===== config.mk =====
export PLATFORM = sky130hd
export DESIGN_NAME = phit_injector
export DESIGN_NICKNAME = d
export VERILOG_FILES = /design/src/rtl/phit_pkg.sv /design/src/rtl/phit_fifo.sv /design/src/rtl/phit_injector.sv
export SDC_FILE = /design/constraint.sdc
export NUM_CORES = 1
export LEC_CHECK = 0
export CORE_MARGIN = 2
export CORE_UTILIZATION = 65
export DETAILED_ROUTE_END_ITERATION = 10
export PLACE_DENSITY_LB_ADDON = 0.3
export SYNTH_ARGS = -nofsm -noshare
export SYNTH_HDL_FRONTEND = slang
export SYNTH_SLANG_ARGS = --single-unit

===== constraint.sdc =====
create_clock -name i_clk -period 5.6 [get_ports i_clk]
set_input_delay 0.84 -clock i_clk [delete_from_list [all_inputs] [get_ports i_clk]]
set_output_delay 0.84 -clock i_clk [all_outputs]
set_load 0.05 [all_outputs]

===== src/rtl/phit_pkg.sv =====
// Shared phit format, FIFO entry layout and injector FSM states.
// Used by phit_fifo and phit_injector.
package phit_pkg;

  localparam int PHIT_W  = 18;
  localparam int ROUTE_W = 6;
  localparam int DATA_W  = 10;

  localparam logic [1:0] PHIT_IDLE = 2'b00;
  localparam logic [1:0] PHIT_HEAD = 2'b01;
  localparam logic [1:0] PHIT_BODY = 2'b10;
  localparam logic [1:0] PHIT_TAIL = 2'b11;

  localparam int TYPE_LSB  = 16;
  localparam int ROUTE_LSB = 10;
  localparam int DATA_LSB  = 0;

  typedef struct packed {
    logic [1:0]         typ;
    logic [ROUTE_W-1:0] route;
    logic [DATA_W-1:0]  data;
  } phit_t;

  typedef struct packed {
    logic               last;
    logic [ROUTE_W-1:0] route;
    logic [DATA_W-1:0]  data;
  } entry_t;

  typedef enum logic [1:0] {
    ST_IDLE,
    ST_HEAD,
    ST_BODY
  } state_e;

  function automatic phit_t mk_phit(
    input logic [1:0]         t,
    input logic [ROUTE_W-1:0] r,
    input logic [DATA_W-1:0]  d
  );
    logic [PHIT_W-1:0] p;
    p = (PHIT_W'(t) << TYPE_LSB)
      | (PHIT_W'(r) << ROUTE_LSB)
      | (PHIT_W'(d) << DATA_LSB);
    return phit_t'(p);
  endfunction

endpackage


===== src/rtl/phit_fifo.sv =====
// Word FIFO of {last, route, data} entries for the phit injector.
// Pointers carry one wrap bit to tell full from empty.
module phit_fifo
  import phit_pkg::*;
#(
  parameter int DEPTH = 16
) (
  input  logic   i_clk,
  input  logic   i_rst_n,
  input  logic   i_wr,
  input  entry_t i_wdata,
  input  logic   i_rd,
  output entry_t o_rdata,
  output logic   o_full,
  output logic   o_empty
);

  localparam int AW = $clog2(DEPTH);

  entry_t mem [DEPTH];

  logic [AW:0] wr_ptr;
  logic [AW:0] rd_ptr;
  logic        wr_en;
  logic        rd_en;

  assign o_empty = (wr_ptr == rd_ptr);
  assign o_full  = (wr_ptr[AW] != rd_ptr[AW])
                && (wr_ptr[AW-1:0] == rd_ptr[AW-1:0]);

  assign wr_en = i_wr & ~o_full;
  assign rd_en = i_rd & ~o_empty;

  assign o_rdata = mem[rd_ptr[AW-1:0]];

  always_ff @(posedge i_clk) begin
    if (wr_en) begin
      mem[wr_ptr[AW-1:0]] <= i_wdata;
    end
  end

  always_ff @(posedge i_clk or negedge i_rst_n) begin
    if (!i_rst_n) begin
      wr_ptr <= '0;
      rd_ptr <= '0;
    end else begin
      if (wr_en) begin
        wr_ptr <= wr_ptr + 1'b1;
      end
      if (rd_en) begin
        rd_ptr <= rd_ptr + 1'b1;
      end
    end
  end

endmodule


===== src/rtl/phit_injector.sv =====
// Store-and-forward packet injector emitting gap-free phit bursts.
// Optional stats counters: define PHIT_INJECTOR_STATS_EN.
module phit_injector
  import phit_pkg::*;
#(
  parameter int DEPTH = 16
) (
  input  logic               i_clk,
  input  logic               i_rst_n,
  input  logic               i_valid,
  output logic               o_ready,
  input  logic [DATA_W-1:0]  i_data,
  input  logic [ROUTE_W-1:0] i_route,
  input  logic               i_last,
`ifdef PHIT_INJECTOR_STATS_EN
  output logic [15:0]        o_pkt_sent,
  output logic [15:0]        o_words_sent,
`endif
  output logic [PHIT_W-1:0]  o_phit
);

  localparam int CW = $clog2(DEPTH) + 1;

  logic               full;
  logic               empty;
  logic               wr;
  logic               pop;
  logic               inc;
  logic               dec;
  logic               first_q;
  logic [ROUTE_W-1:0] route_q;
  logic [CW-1:0]      cnt_q;
  logic [CW-1:0]      cnt_d;
  entry_t             wentry;
  entry_t             front;
  state_e             state_q;
  state_e             state_d;
  phit_t              phit_q;
  phit_t              phit_d;

  assign o_ready = i_rst_n & ~full;
  assign wr      = i_valid & o_ready;
  assign inc     = wr & i_last;
  assign o_phit  = phit_q;

  // Route is only sampled on a first word; later words reuse it.
  assign wentry.last  = i_last;
  assign wentry.route = first_q ? i_route : route_q;
  assign wentry.data  = i_data;

  phit_fifo #(
    .DEPTH (DEPTH)
  ) u_fifo (
    .i_clk   (i_clk),
    .i_rst_n (i_rst_n),
    .i_wr    (wr),
    .i_wdata (wentry),
    .i_rd    (pop),
    .o_rdata (front),
    .o_full  (full),
    .o_empty (empty)
  );

  always_ff @(posedge i_clk or negedge i_rst_n) begin
    if (!i_rst_n) begin
      first_q <= 1'b1;
      route_q <= '0;
    end else if (wr) begin
      first_q <= i_last;
      if (first_q) begin
        route_q <= i_route;
      end
    end
  end

  always_comb begin
    state_d = state_q;
    phit_d  = '0;
    pop     = 1'b0;
    dec     = 1'b0;
    unique case (state_q)
      ST_IDLE: begin
        if (cnt_q != '0) begin
          phit_d  = mk_phit(PHIT_HEAD, front.route, '0);
          state_d = ST_BODY;
        end
      end
      ST_HEAD: begin
        phit_d  = mk_phit(PHIT_HEAD, front.route, '0);
        state_d = ST_BODY;
      end
      ST_BODY: begin
        pop = ~empty;
        if (front.last) begin
          dec    = 1'b1;
          phit_d = mk_phit(PHIT_TAIL, '0, front.data);
          // Another packet is ready if one remains or completes now.
          if ((cnt_q > CW'(1)) || inc) begin
            state_d = ST_HEAD;
          end else begin
            state_d = ST_IDLE;
          end
        end else begin
          phit_d = mk_phit(PHIT_BODY, '0, front.data);
        end
      end
      default: state_d = ST_IDLE;
    endcase
  end

  always_comb begin
    cnt_d = cnt_q;
    unique case (1'b1)
      (inc & ~dec): cnt_d = cnt_q + 1'b1;
      (dec & ~inc): cnt_d = cnt_q - 1'b1;
      default:      cnt_d = cnt_q;
    endcase
  end

  always_ff @(posedge i_clk or negedge i_rst_n) begin
    if (!i_rst_n) begin
      state_q <= ST_IDLE;
      phit_q  <= '0;
      cnt_q   <= '0;
    end else begin
      state_q <= state_d;
      phit_q  <= phit_d;
      cnt_q   <= cnt_d;
    end
  end

`ifdef PHIT_INJECTOR_STATS_EN
  logic [15:0] pkt_q;
  logic [15:0] words_q;

  always_ff @(posedge i_clk or negedge i_rst_n) begin
    if (!i_rst_n) begin
      pkt_q   <= '0;
      words_q <= '0;
    end else begin
      if (dec) begin
        pkt_q <= pkt_q + 1'b1;
      end
      if (pop) begin
        words_q <= words_q + 1'b1;
      end
    end
  end

  assign o_pkt_sent   = pkt_q;
  assign o_words_sent = words_q;
`endif

endmodule


After elaboration in Yosys (flattened, before gate mapping)
Memories as Yosys holds them, arrays and structs flattened. Index checks and enable logic that the tools add are counted.

Input bits: 20. Latch bits: 0. Word-level logic and storage cells: 53. Flip-flop bits (word level): 42. Bits in writable memories: 272. Output and inout bits: 19. ROM bits: 0. Memories kept: 1.

Memory list: u_fifo.mem (words 16, bits a word 17, read ports 1, clocked after Yosys merged registers in 0, wr ports 1, RTL line phit_fifo.sv:20) `entry_t mem [DEPTH];`.

Order comparisons: 1. Bitwise gates (word level): 11. Shift-type cells: 0. Equality and inequality tests: 7. $mul: 0. Add/sub/neg operators: 4. Multiplexer cells: 14. Reductions and logical operators: 6. Div/mod/pow operators: 0.

Operator list (count): $pmux 18 s3 (1); $mux 17 (2); $add 5x1->5 const B (3); $pmux 5 s2 (1); $and 1x1->1 (7); $mux 1 (6); $mux 6 (1); $pmux 2 s3 (1); $eq 5x5->1 (1); $gt 5x1->1 const B (1); $reduce_bool 5->1 (1); $sub 5x1->5 const B (1); $eq 4x4->1 (1); $mux 2 (2); $ne 2x2->1 const B (2); $not 1->1 (4); $eq 2x1->1 const B (1); $eq 2x2->1 const B (1); $logic_not 2->1 (1); $reduce_and 2->1 (1); $reduce_bool 2->1 (1); $logic_and 1x1->1 (1); $logic_or 1x1->1 (1); $ne 1x1->1 (1).

Depth between registers and ports, before layout
Gate-level depths: netlist of the first run.

Depth after elaboration: 10. Gate-level depth with buffers: 10. Mapped depth without buffers: 9.

By module
From an unflattened synthesis of the first run, not the netlist that was laid out.

Cells, all modules: 610. Area total of the unflattened synthesis: 12214.2 um^2.

By module, submodules not included: phit_fifo (area an instance 10890.4 um^2, cells each 496, sequential area each 8418.1 um^2, times used 1); phit_injector (area an instance 1323.8 um^2, cells each 114, sequential area each 802.0 um^2, times used 1).

Least setup slack after synthesis of the first run
No wires, ideal clock.

Path type: register to output. Start: register u_fifo.rd_ptr[2]. End: output port o_ready. Path buffers: 2. Setup slack: 2643 ps. Stages on the path, launching flop included: 6. Data arrival time: 2117 ps. Data required time: 4760 ps. Cell sequence: dfrtp_1 -> buf_2 -> xnor2_1 -> and4_1 -> buf_4 -> a21boi_0.

Cells in the longest elaborated chain, start to end: 4.

Ends and longest elaborated chain: from (decl) (RTL line phit_fifo.sv:23) `logic [AW:0] rd_ptr;`; from (signal assigned) (RTL line phit_fifo.sv:51) `rd_ptr <= rd_ptr + 1'b1;`; $eq 4x4->1 (RTL line phit_fifo.sv:29) `&& (wr_ptr[AW-1:0] == rd_ptr[AW-1:0]);`; $logic_and 1x1->1 (RTL line phit_fifo.sv:29); $not 1->1 (RTL line phit_injector.sv:41) `assign o_ready = i_rst_n & ~full;`; $and 1x1->1 (RTL line phit_injector.sv:41); to (decl) (RTL line phit_injector.sv:11) `output logic o_ready,`.

No other way between the ends.

Final worst setup path of the first run
Start: register u_fifo.rd_ptr[1]. End: output port o_ready.

The elaborated chain is that of the path after synthesis.

==> flow_summary.json, run 1 <==
{
  "num_vias": 6348,
  "finalCoreUtilization_pct": 74.5,
  "rsz0062_at_grt": "false",
  "htree_levels": 1,
  "synth-edff-count": 272,
  "async_flop_share_pct": 13.4,
  "clkTransAtPathRegs_ps": 60,
  "routed_wl_mm": 27.8,
  "grt_max_degree": 62,
  "synth_ff_type": "edfxtp_1",
  "arrival_ps": 3110,
  "clkPwrFrac_pct": 26.9,
  "p_total_mw": 7.49,
  "hpwlAfterDp_mm": 16.8,
  "synthesis.nets": 670,
  "rows": 50,
  "maxCapViolCount": 0,
  "antenna_found_initial": 0,
  "grt_usage_pct": 28.3,
  "gp_congestion": 0.869,
  "placed_area_mm2": 0.0130,
  "criticalPathCategory": "reg2out",
  "seqPwrFrac_pct": 42.3,
  "comb_power_share_pct": 30.8,
  "cp-start-kind": "flip-flop",
  "ys_top_cells_by_area": "edfxtp_1 (65%), dfrtp_1 (8.2%), mux4_2 (7.4%)",
  "syn2layout_area_growth_pct": 11.8,
  "synth_cells": 640,
  "syn_area_mm2": 0.0125,
  "die_w_um": 143,
  "crit_path_end_kind": "output pin",
  "cts_max_path_buffers": 3,
  "ant_nets": 0,
  "io_pins": 39,
  "rrSetupSlack_ps": 2020,
  "grt_pass1_vias": 6373,
  "hold_viol": 0,
  "preCtsSetupSlack_ps": 2020,
  "maxSlewViolCount": 0,
  "crit_slowest_cell": "dfrtp_2",
  "synth.distinct_cells": 46,
  "grt_overflow_total": 0,
  "crit_chain": "xnor2_1, and4_1, a21boi_0, clkdlybuf4s50_1",
  "start_util_pct": 66.7,
  "grt_pass1_wl_mm": 40.6,
  "path_max_fanout": 36,
  "hp-class": "in2async",
  "setup_viol": 0,
  "fillers": 1079,
  "skew_ps": 16.3,
  "critPathBufInv": 1,
  "synth_top_area_share_pct": 65.3,
  "synth_top_cell_by_area": "edfxtp_1",
  "portBuffers": 38,
  "tightest_slew_ps": 1270,
  "maxSlewHeadroom_pct": 15.1,
  "drive_above_1_share_pct": 17.2,
  "path_delay_family": "flip-flops",
  "switching_share_pct": 33.2,
  "fp.dieArea_mm2": 0.0204,
  "cell_internal_pwr_mw": 5.01,
  "timing.final.crit_share_pct": 70.5,
  "fin_crit_ps": 3950,
  "yosys_warnings": 0,
  "die_h_um": 143,
  "num_antenna_cells": 0,
  "final_net_count": 709,
  "cts_tree": "built",
  "cts-root-buf": "clkbuf_16",
  "p_leak_nw": 4.76,
  "cts_buffers": 30,
  "wire_per_inst_um": 29.7,
  "cts_hold_buf": 0,
  "power.net_switching_mw": 2.49,
  "drt_iter0_markers": 687,
  "syn_avg_cell_area_um2": 19.5,
  "peakVddDrop_mv": 0.306,
  "p_per_area_mw_per_mm2": 536,
  "setup_tns_ps": 0,
  "ys_seq_area_share_pct": 73.7,
  "worst_ep_required_time_ps": 4760,
  "drt_pre_antenna_iters": 5,
  "cts_resized": 0,
  "route.detailed.drc": 0,
  "max_stage_delay_ps": 940,
  "vias_per_cell": 6.77,
  "clkSinkCount": 314,
  "outcome": "finished clean",
  "ys_seq_elements": 314,
  "setup_slack_ps": 1650,
  "fmax_ghz": 0.253,
  "coreArea_mm2": 0.0188,
  "insertion_delay_ps": 550,
  "fin_area_mm2": 0.0140,
  "postCtsSetupRepairBufs": 0
}
state kept, by name, indices dropped and copies added, names as in the netlist:
name           flops
u_fifo.rd_ptr      5
u_fifo.wr_ptr      5
first_q            1
o_phit            18
u_fifo.mem       272
state_q            2
cnt_q              5
route_q            6
area by class of cell:
class	count	area, um^2	area share, %
clock buffers	40	798	5.71
clock inverters	16	184	1.31
inverters	9	33.8	0.242
multi-input cells	282	3050	21.8
flip-flops and latches	314	9230	66.0
well taps	234	293	2.09
repair buffers	42	405	2.90
cell families (layout without fill, tap and decap cells):
family / count (synthesis) / after routing / synth area share, %
flip-flops: 314 / 314 / 73.7
multiplexers: 116 / 116 / 14.6
AND/OR/NAND/NOR: 81 / 81 / 3.78
AO/OA/AOI/OAI: 56 / 56 / 3.66
buffers and inverters: 44 / 107 / 1.98
XOR/XNOR: 19 / 19 / 1.33
adder cells (fa/ha/maj): 10 / 10 / 1.00
cells in the mapped netlist, types with 2 or more instances:
library cell,number
nand3_1,4
edfxtp_1,272
buf_2,7
xor2_1,10
nor2_1,10
nand2_1,6
o22ai_1,5
nand3b_1,10
buf_1,3
buf_6,6
mux2_2,26
and3_1,12
mux4_2,41
nor4_1,5
inv_1,9
clkbuf_2,2
xnor2_1,9
nor2b_1,3
o211ai_1,11
mux2i_1,42
a211oi_1,4
clkbuf_1,10
nand4b_1,2
a21oi_1,5
a32o_1,10
ha_1,10
buf_4,7
mux4_1,7
nand2b_1,14
o21ai_0,2
dfrtp_1,41
a32oi_1,10
nand4_1,2
and2_1,5
nor3_1,7
stage by stage:
| step | cells | hold slack [ps] |
|---|---|---|
| 2_1_floorplan | 640 | 443 |
| 3_3_place_gp | 881 | 462 |
| 5_1_grt | 937 | 206 |
| 3_5_place_dp | 881 | 462 |
| 4_1_cts | 937 | 194 |
| 6_report | 937 | 196 |
placed cells by master, fill, tap and decap left out, drive strengths merged, types with 6 or more instances in the layout:
master and instances:
nand3b 10, clkinv 12, nor3 7, a32oi 10
mux2i 42, nor2 10, xor2 10, inv 9
xnor2 9, nand2 6, edfxtp 272, and3 12
o211ai 11, ha 10, mux4 48, clkbuf 40
mux2 26, a21oi 6, clkdlybuf4s50 37, nand2b 14
dfrtp 41, a32o 10
per-layer routing:
| layer | vias to the layer above | track usage [%] | wire (um) |
|---|---|---|---|
| li1 | 2678 | - | - |
| met1 | 3282 | 38.7 | 10800 |
| met2 | 328 | 46.8 | 13900 |
| met3 | 60 | 5.60 | 2300 |
| met4 | 0 | 9.64 | 903 |
| met5 | - | 0 | 0 |
power groups by stage:
| stage | combinational (mW) | sequential [mW] | clock [mW] |
|---|---|---|---|
| 3_3_place_gp | 2.20 | 3.20 | 0 |
| 2_1_floorplan | 1.59 | 3.19 | 0 |
| 5_1_grt | 2.42 | 3.21 | 2.11 |
| 4_1_cts | 2.29 | 3.18 | 2.03 |
| 3_5_place_dp | 2.26 | 3.22 | 0 |
| 6_report | 2.31 | 3.17 | 2.01 |
path summary, 6_finish.rpt:
| path | startpoint | cells after the start | endpoint |
|---|---|---|---|
| min reg2reg | cnt_q[4]$_DFFE_PN0P_ | 1 | cnt_q[4]$_DFFE_PN0P_ |
| max in group asynchronous | i_rst_n | 2 | u_fifo.rd_ptr[0]$_DFFE_PN0P_ |
| max | u_fifo.rd_ptr[1]$_DFFE_PN0P_ | 4 | o_ready |
| min in group i_clk | cnt_q[4]$_DFFE_PN0P_ | 1 | cnt_q[4]$_DFFE_PN0P_ |
| min | i_rst_n | 1 | o_phit[10]$_DFF_PN0_ |
| max reg2reg | u_fifo.rd_ptr[1]$_DFFE_PN0P_ | 4 | u_fifo.mem[10][3]$_DFFE_PP_ |
No activity file was read; power rests on OpenSTA's default activity.
==> run 2, diff against run 1 <==
CORE_UTILIZATION = 55   (was 65)
clock period = 3.3 ns   (was 5.6 ns; I/O delays follow)
==> flow_summary.json, run 2 (synthesized netlist as in run 1, its figures left out) <==
{
  "outcome": "finished clean",
  "timing.final.crit_share_pct": 85.4,
  "htree_levels": 1,
  "setup_viol": 0,
  "hold_viol": 0,
  "cp_num_cells": 4,
  "drt_iter0_markers": 579,
  "grt_overflow_total": 0,
  "clkTransAtPathRegs_ps": 60,
  "rr_worst_depth": 5,
  "maxSlewViolCount": 0,
  "crit_slowest_cell": "dfrtp_2",
  "worst_ep_required_time_ps": 2800,
  "wire_per_inst_um": 25.0,
  "largest_reg_flops": 272,
  "clkSinkCount": 314,
  "grt_usage_pct": 21.9,
  "cts-root-buf": "clkbuf_16",
  "final_net_count": 741,
  "cp-start-kind": "flip-flop",
  "syn2layout_area_growth_pct": 14.9,
  "final_common_cell": "edfxtp_1",
  "maxCapViolCount": 0,
  "dp_cells": 963,
  "crit_path_end_kind": "output pin",
  "maxSlewHeadroom_pct": 58.2,
  "grt_max_degree": 61,
  "start_util_pct": 55.6,
  "fin_area_mm2": 0.0144,
  "route.detailed.drc": 0,
  "rows": 55,
  "die_w_um": 155,
  "criticalPathCategory": "reg2out",
  "fmax_ghz": 0.355,
  "arrival_ps": 2320,
  "stdcell_count": 1020,
  "drive_above_1_share_pct": 21.6,
  "hpwlAfterDp_mm": 15.4,
  "io_pins": 39,
  "max_stage_delay_ps": 560,
  "cts_tree": "built",
  "vias_per_cell": 6.14,
  "grt_pass1_wl_mm": 39.0,
  "fp.dieArea_mm2": 0.0240,
  "setup_tns_ps": 0,
  "p_leak_nw": 4.96,
  "routed_wl_mm": 25.5,
  "path_max_fanout": 18,
  "tightest_slew_ps": 627,
  "fin_crit_ps": 2820,
  "cts_buffers": 30,
  "coreArea_mm2": 0.0225,
  "grt_pass1_vias": 6564,
  "peakVddDrop_mv": 0.640,
  "antenna_found_initial": 0,
  "num_vias": 6260,
  "cts_max_path_buffers": 3,
  "rsz0062_at_grt": "false",
  "hp-class": "in2async",
  "gp_congestion": 0.826,
  "p_per_area_mw_per_mm2": 864,
  "skew_ps": 6.02,
  "rrSetupSlack_ps": 640,
  "insertion_delay_ps": 540,
  "placed_area_mm2": 0.0134,
  "postCtsSetupRepairBufs": 0,
  "die_h_um": 155,
  "ant_nets": 0,
  "path_delay_family": "flip-flops",
  "num_antenna_cells": 0,
  "crit_chain": "xnor2_1, and4_1, a21boi_0, dlymetal6s2s_1",
  "most-common-layout-cells": "edfxtp_1 (272), mux2i_1 (42), mux4_2 (41)",
  "critPathBufInv": 1,
  "drt_pre_antenna_iters": 4,
  "portBuffers": 38
}
run 2: layout make-up:
cell class	count	area (um^2)
multi-input cells	282	3050
fillers	1449	8130
well taps	285	357
repair buffers	74	751
flip-flops and latches	314	9230
inverters	9	33.8
clock buffers	38	822
clock inverters	18	139
run 2: worst paths after layout:
check,from,to
worst max register to register,u_fifo.rd_ptr[2]$_DFFE_PN0P_,u_fifo.mem[8][0]$_DFFE_PP_
max in group asynchronous,i_rst_n,o_phit[8]$_DFF_PN0_
worst min register to register,cnt_q[4]$_DFFE_PN0P_,cnt_q[4]$_DFFE_PN0P_
min in group i_clk,cnt_q[4]$_DFFE_PN0P_,cnt_q[4]$_DFFE_PN0P_
worst min-delay path,i_rst_n,o_phit[16]$_DFF_PN0_
worst max-delay path,u_fifo.rd_ptr[2]$_DFFE_PN0P_,o_ready
run 2: layer usage:
metal | global-route usage (%) | vias up | part of all wire [%]
met5 | 0 | - | 0
met4 | 6.17 | 0 | 2.0
met3 | 3.31 | 44 | 5.7
met2 | 35.8 | 227 | 49
met1 | 31.2 | 3249 | 43
li1 | - | 2740 | -
run 2: timing repair:
action                                  4_1_cts  5_1_grt
gates resized for setup                       0        1
endpoints found under the setup margin        0        1
hold buffers                                  1        0
hold endpoints to repair                     10        0
run 2: stage by stage:
stage	power, mW	worst slack, ps	util (%)	hold slack (ps)
finish	12.4	482	63.9	425
global route	12.9	314	63.9	419
CTS	12.5	49.8	63.9	386
detailed placement	9.19	532	59.6	434
global placement	9.08	653	59.6	429
floorplan	8.12	688	-	199
run 2: worst register-to-register path: stages (launching register included):
cell and delay, ps:
dfrtp_2 560, xnor2_1 200, and4_1 340, a21oi_2 460, and3_1 470, buf_4 320
run 2: report_power, final:
group / internal, mW / switching, mW
Clock: 1.91 / 1.37
Combinational: 1.66 / 2.29
Sequential: 4.91 / 0.289
==> run 3, diff against run 2 <==
CORE_MARGIN = not set   (was 2)
==> flow_summary.json, run 3 (synthesized netlist as in run 1, its figures left out) <==
{
  "outcome": "finished clean",
  "io_pins": 39,
  "p_total_mw": 12.5,
  "cts-root-buf": "clkbuf_16",
  "fin_crit_ps": 3150,
  "grt_pass1_wl_mm": 38.5,
  "fin_area_mm2": 0.0143,
  "cp-start-kind": "flip-flop",
  "rrSetupSlack_ps": 620,
  "drive_above_1_share_pct": 20.1,
  "ant_nets": 0,
  "maxSlewHeadroom_pct": 53.3,
  "timing.hold.ws_ps": 433,
  "crit_slowest_cell": "clkdlybuf4s50_1",
  "criticalPathCategory": "reg2out",
  "route.detailed.drc": 0,
  "cts_max_path_buffers": 3,
  "setup_tns_ps": 0,
  "maxSlewViolCount": 0,
  "crit_path_end_kind": "output pin",
  "max_stage_delay_ps": 740,
  "vias_per_cell": 6.25,
  "die_w_um": 153,
  "placed_area_mm2": 0.0133,
  "final_net_count": 737,
  "portBuffers": 38,
  "hold_viol": 0,
  "critPathBufInv": 1,
  "htree_levels": 1,
  "antenna_found_initial": 1,
  "path_delay_family": "buffers and inverters",
  "start_util_pct": 56.6,
  "grt_pass1_vias": 6273,
  "p_per_area_mw_per_mm2": 870,
  "grt_usage_pct": 22.3,
  "wire_per_inst_um": 25.3,
  "fmax_ghz": 0.318,
  "arrival_ps": 2650,
  "gp_congestion": 0.865,
  "die_h_um": 153,
  "grt_max_degree": 64,
  "p_leak_nw": 4.92,
  "rows": 54,
  "cts_buffers": 30,
  "fp.dieArea_mm2": 0.0234,
  "timing.final.crit_share_pct": 95.4,
  "syn2layout_area_growth_pct": 14.4,
  "most-common-layout-cells": "edfxtp_1 (272), mux2i_1 (42), mux4_2 (41)",
  "clkSinkCount": 314,
  "final_common_cell": "edfxtp_1",
  "r2r-start": "u_fifo.rd_ptr[2]$_DFFE_PN0P_",
  "crit_chain": "xnor2_1, and4_1, a21boi_0, clkdlybuf4s50_1",
  "multi_input_area_mm2": 0.00305,
  "cts_tree": "built",
  "hpwlAfterDp_mm": 15.1,
  "largest_reg_flops": 272,
  "tightest_slew_ps": 700,
  "routed_wl_mm": 25.5,
  "setup_viol": 0,
  "cts_resized": 0,
  "hp-class": "in2async",
  "fillers": 1444,
  "rsz0062_at_grt": "false",
  "coreArea_mm2": 0.0221,
  "r2r_end": "cnt_q[3]$_DFFE_PN0P_",
  "cp_num_cells": 4,
  "grt_overflow_total": 0,
  "clkTransAtPathRegs_ps": 60,
  "maxCapViolCount": 0,
  "path_max_fanout": 8,
  "skew_ps": 12.7,
  "finalCoreUtilization_pct": 64.8,
  "peakVddDrop_mv": 0.503,
  "rr_worst_depth": 9,
  "num_vias": 6314,
  "worst_ep_required_time_ps": 2800,
  "drt_iter0_markers": 558,
  "regArea_mm2": 0.00923,
  "insertion_delay_ps": 540,
  "drt_pre_antenna_iters": 7
}
==> run 3: changes by cell type in the layout (fill, tap and decap cells not counted) <==
cell | previous run | this run
bufinv_16 | 2 | 1
clkinv_1 | 3 | 5
clkinvlp_4 | 1 | 0
diode_2 | 0 | 1
clkbuf_8 | 2 | 7
buf_12 | 8 | 6
dlymetal6s2s_1 | 1 | 0
clkinv_2 | 12 | 1
clkdlybuf4s50_1 | 36 | 37
clkbuf_1 | 5 | 10
buf_4 | 27 | 25
==> run 3: per-stage QoR <==
stage / setup WS (ps) / cells
2_1_floorplan: 688 / 640
3_3_place_gp: 722 / 954
3_5_place_dp: 619 / 954
4_1_cts: 114 / 1010
5_1_grt: 21.0 / 1010
6_report: 152 / 1011
==> run 3: how the worst max path moves through the flow <==
| stage | from | to | slack (ps) |
|---|---|---|---|
| 4_1_cts | u_fifo.rd_ptr[0]$_DFFE_PN0P_ | o_ready | 110 |
| 6_report | u_fifo.rd_ptr[0]$_DFFE_PN0P_ | o_ready | 150 |
| 5_1_grt | u_fifo.rd_ptr[0]$_DFFE_PN0P_ | o_ready | 20 |
| 3_3_place_gp | u_fifo.rd_ptr[2]$_DFFE_PN0P_ | cnt_q[3]$_DFFE_PN0P_ | 720 |
| 3_5_place_dp | i_last | cnt_q[3]$_DFFE_PN0P_ | 620 |
| 2_1_floorplan | u_fifo.rd_ptr[2]$_DFFE_PN0P_ | o_ready | 690 |
==> run 3: layer usage <==
metal,global-route usage (%),vias to the layer above,routed length (um)
li1,-,2721,-
met5,0,-,0
met3,3.57,38,1620
met4,5.72,0,485
met1,31.5,3299,10700
met2,36.6,256,12700
==> run 3: area by class of cell <==
cell class	instances	share of cell area, %
multi-input cells	282	21.3
flip-flops and latches	314	64.4
clock buffers	48	6.35
well taps	280	2.45
clock inverters	7	0.376
repair buffers	70	4.84
inverters	9	0.236
diodes	1	0.0175
==> run 3: repair_timing <==
item | CTS | global route
buffers inserted | 0 | 0
hold endpoints to repair | 11 | 0
hold buffers | 1 | 0
==> run 3: power by group <==
group	switching (mW)	internal, mW
registers	0.255	4.91
logic	2.34	1.66
clock network	1.35	1.95
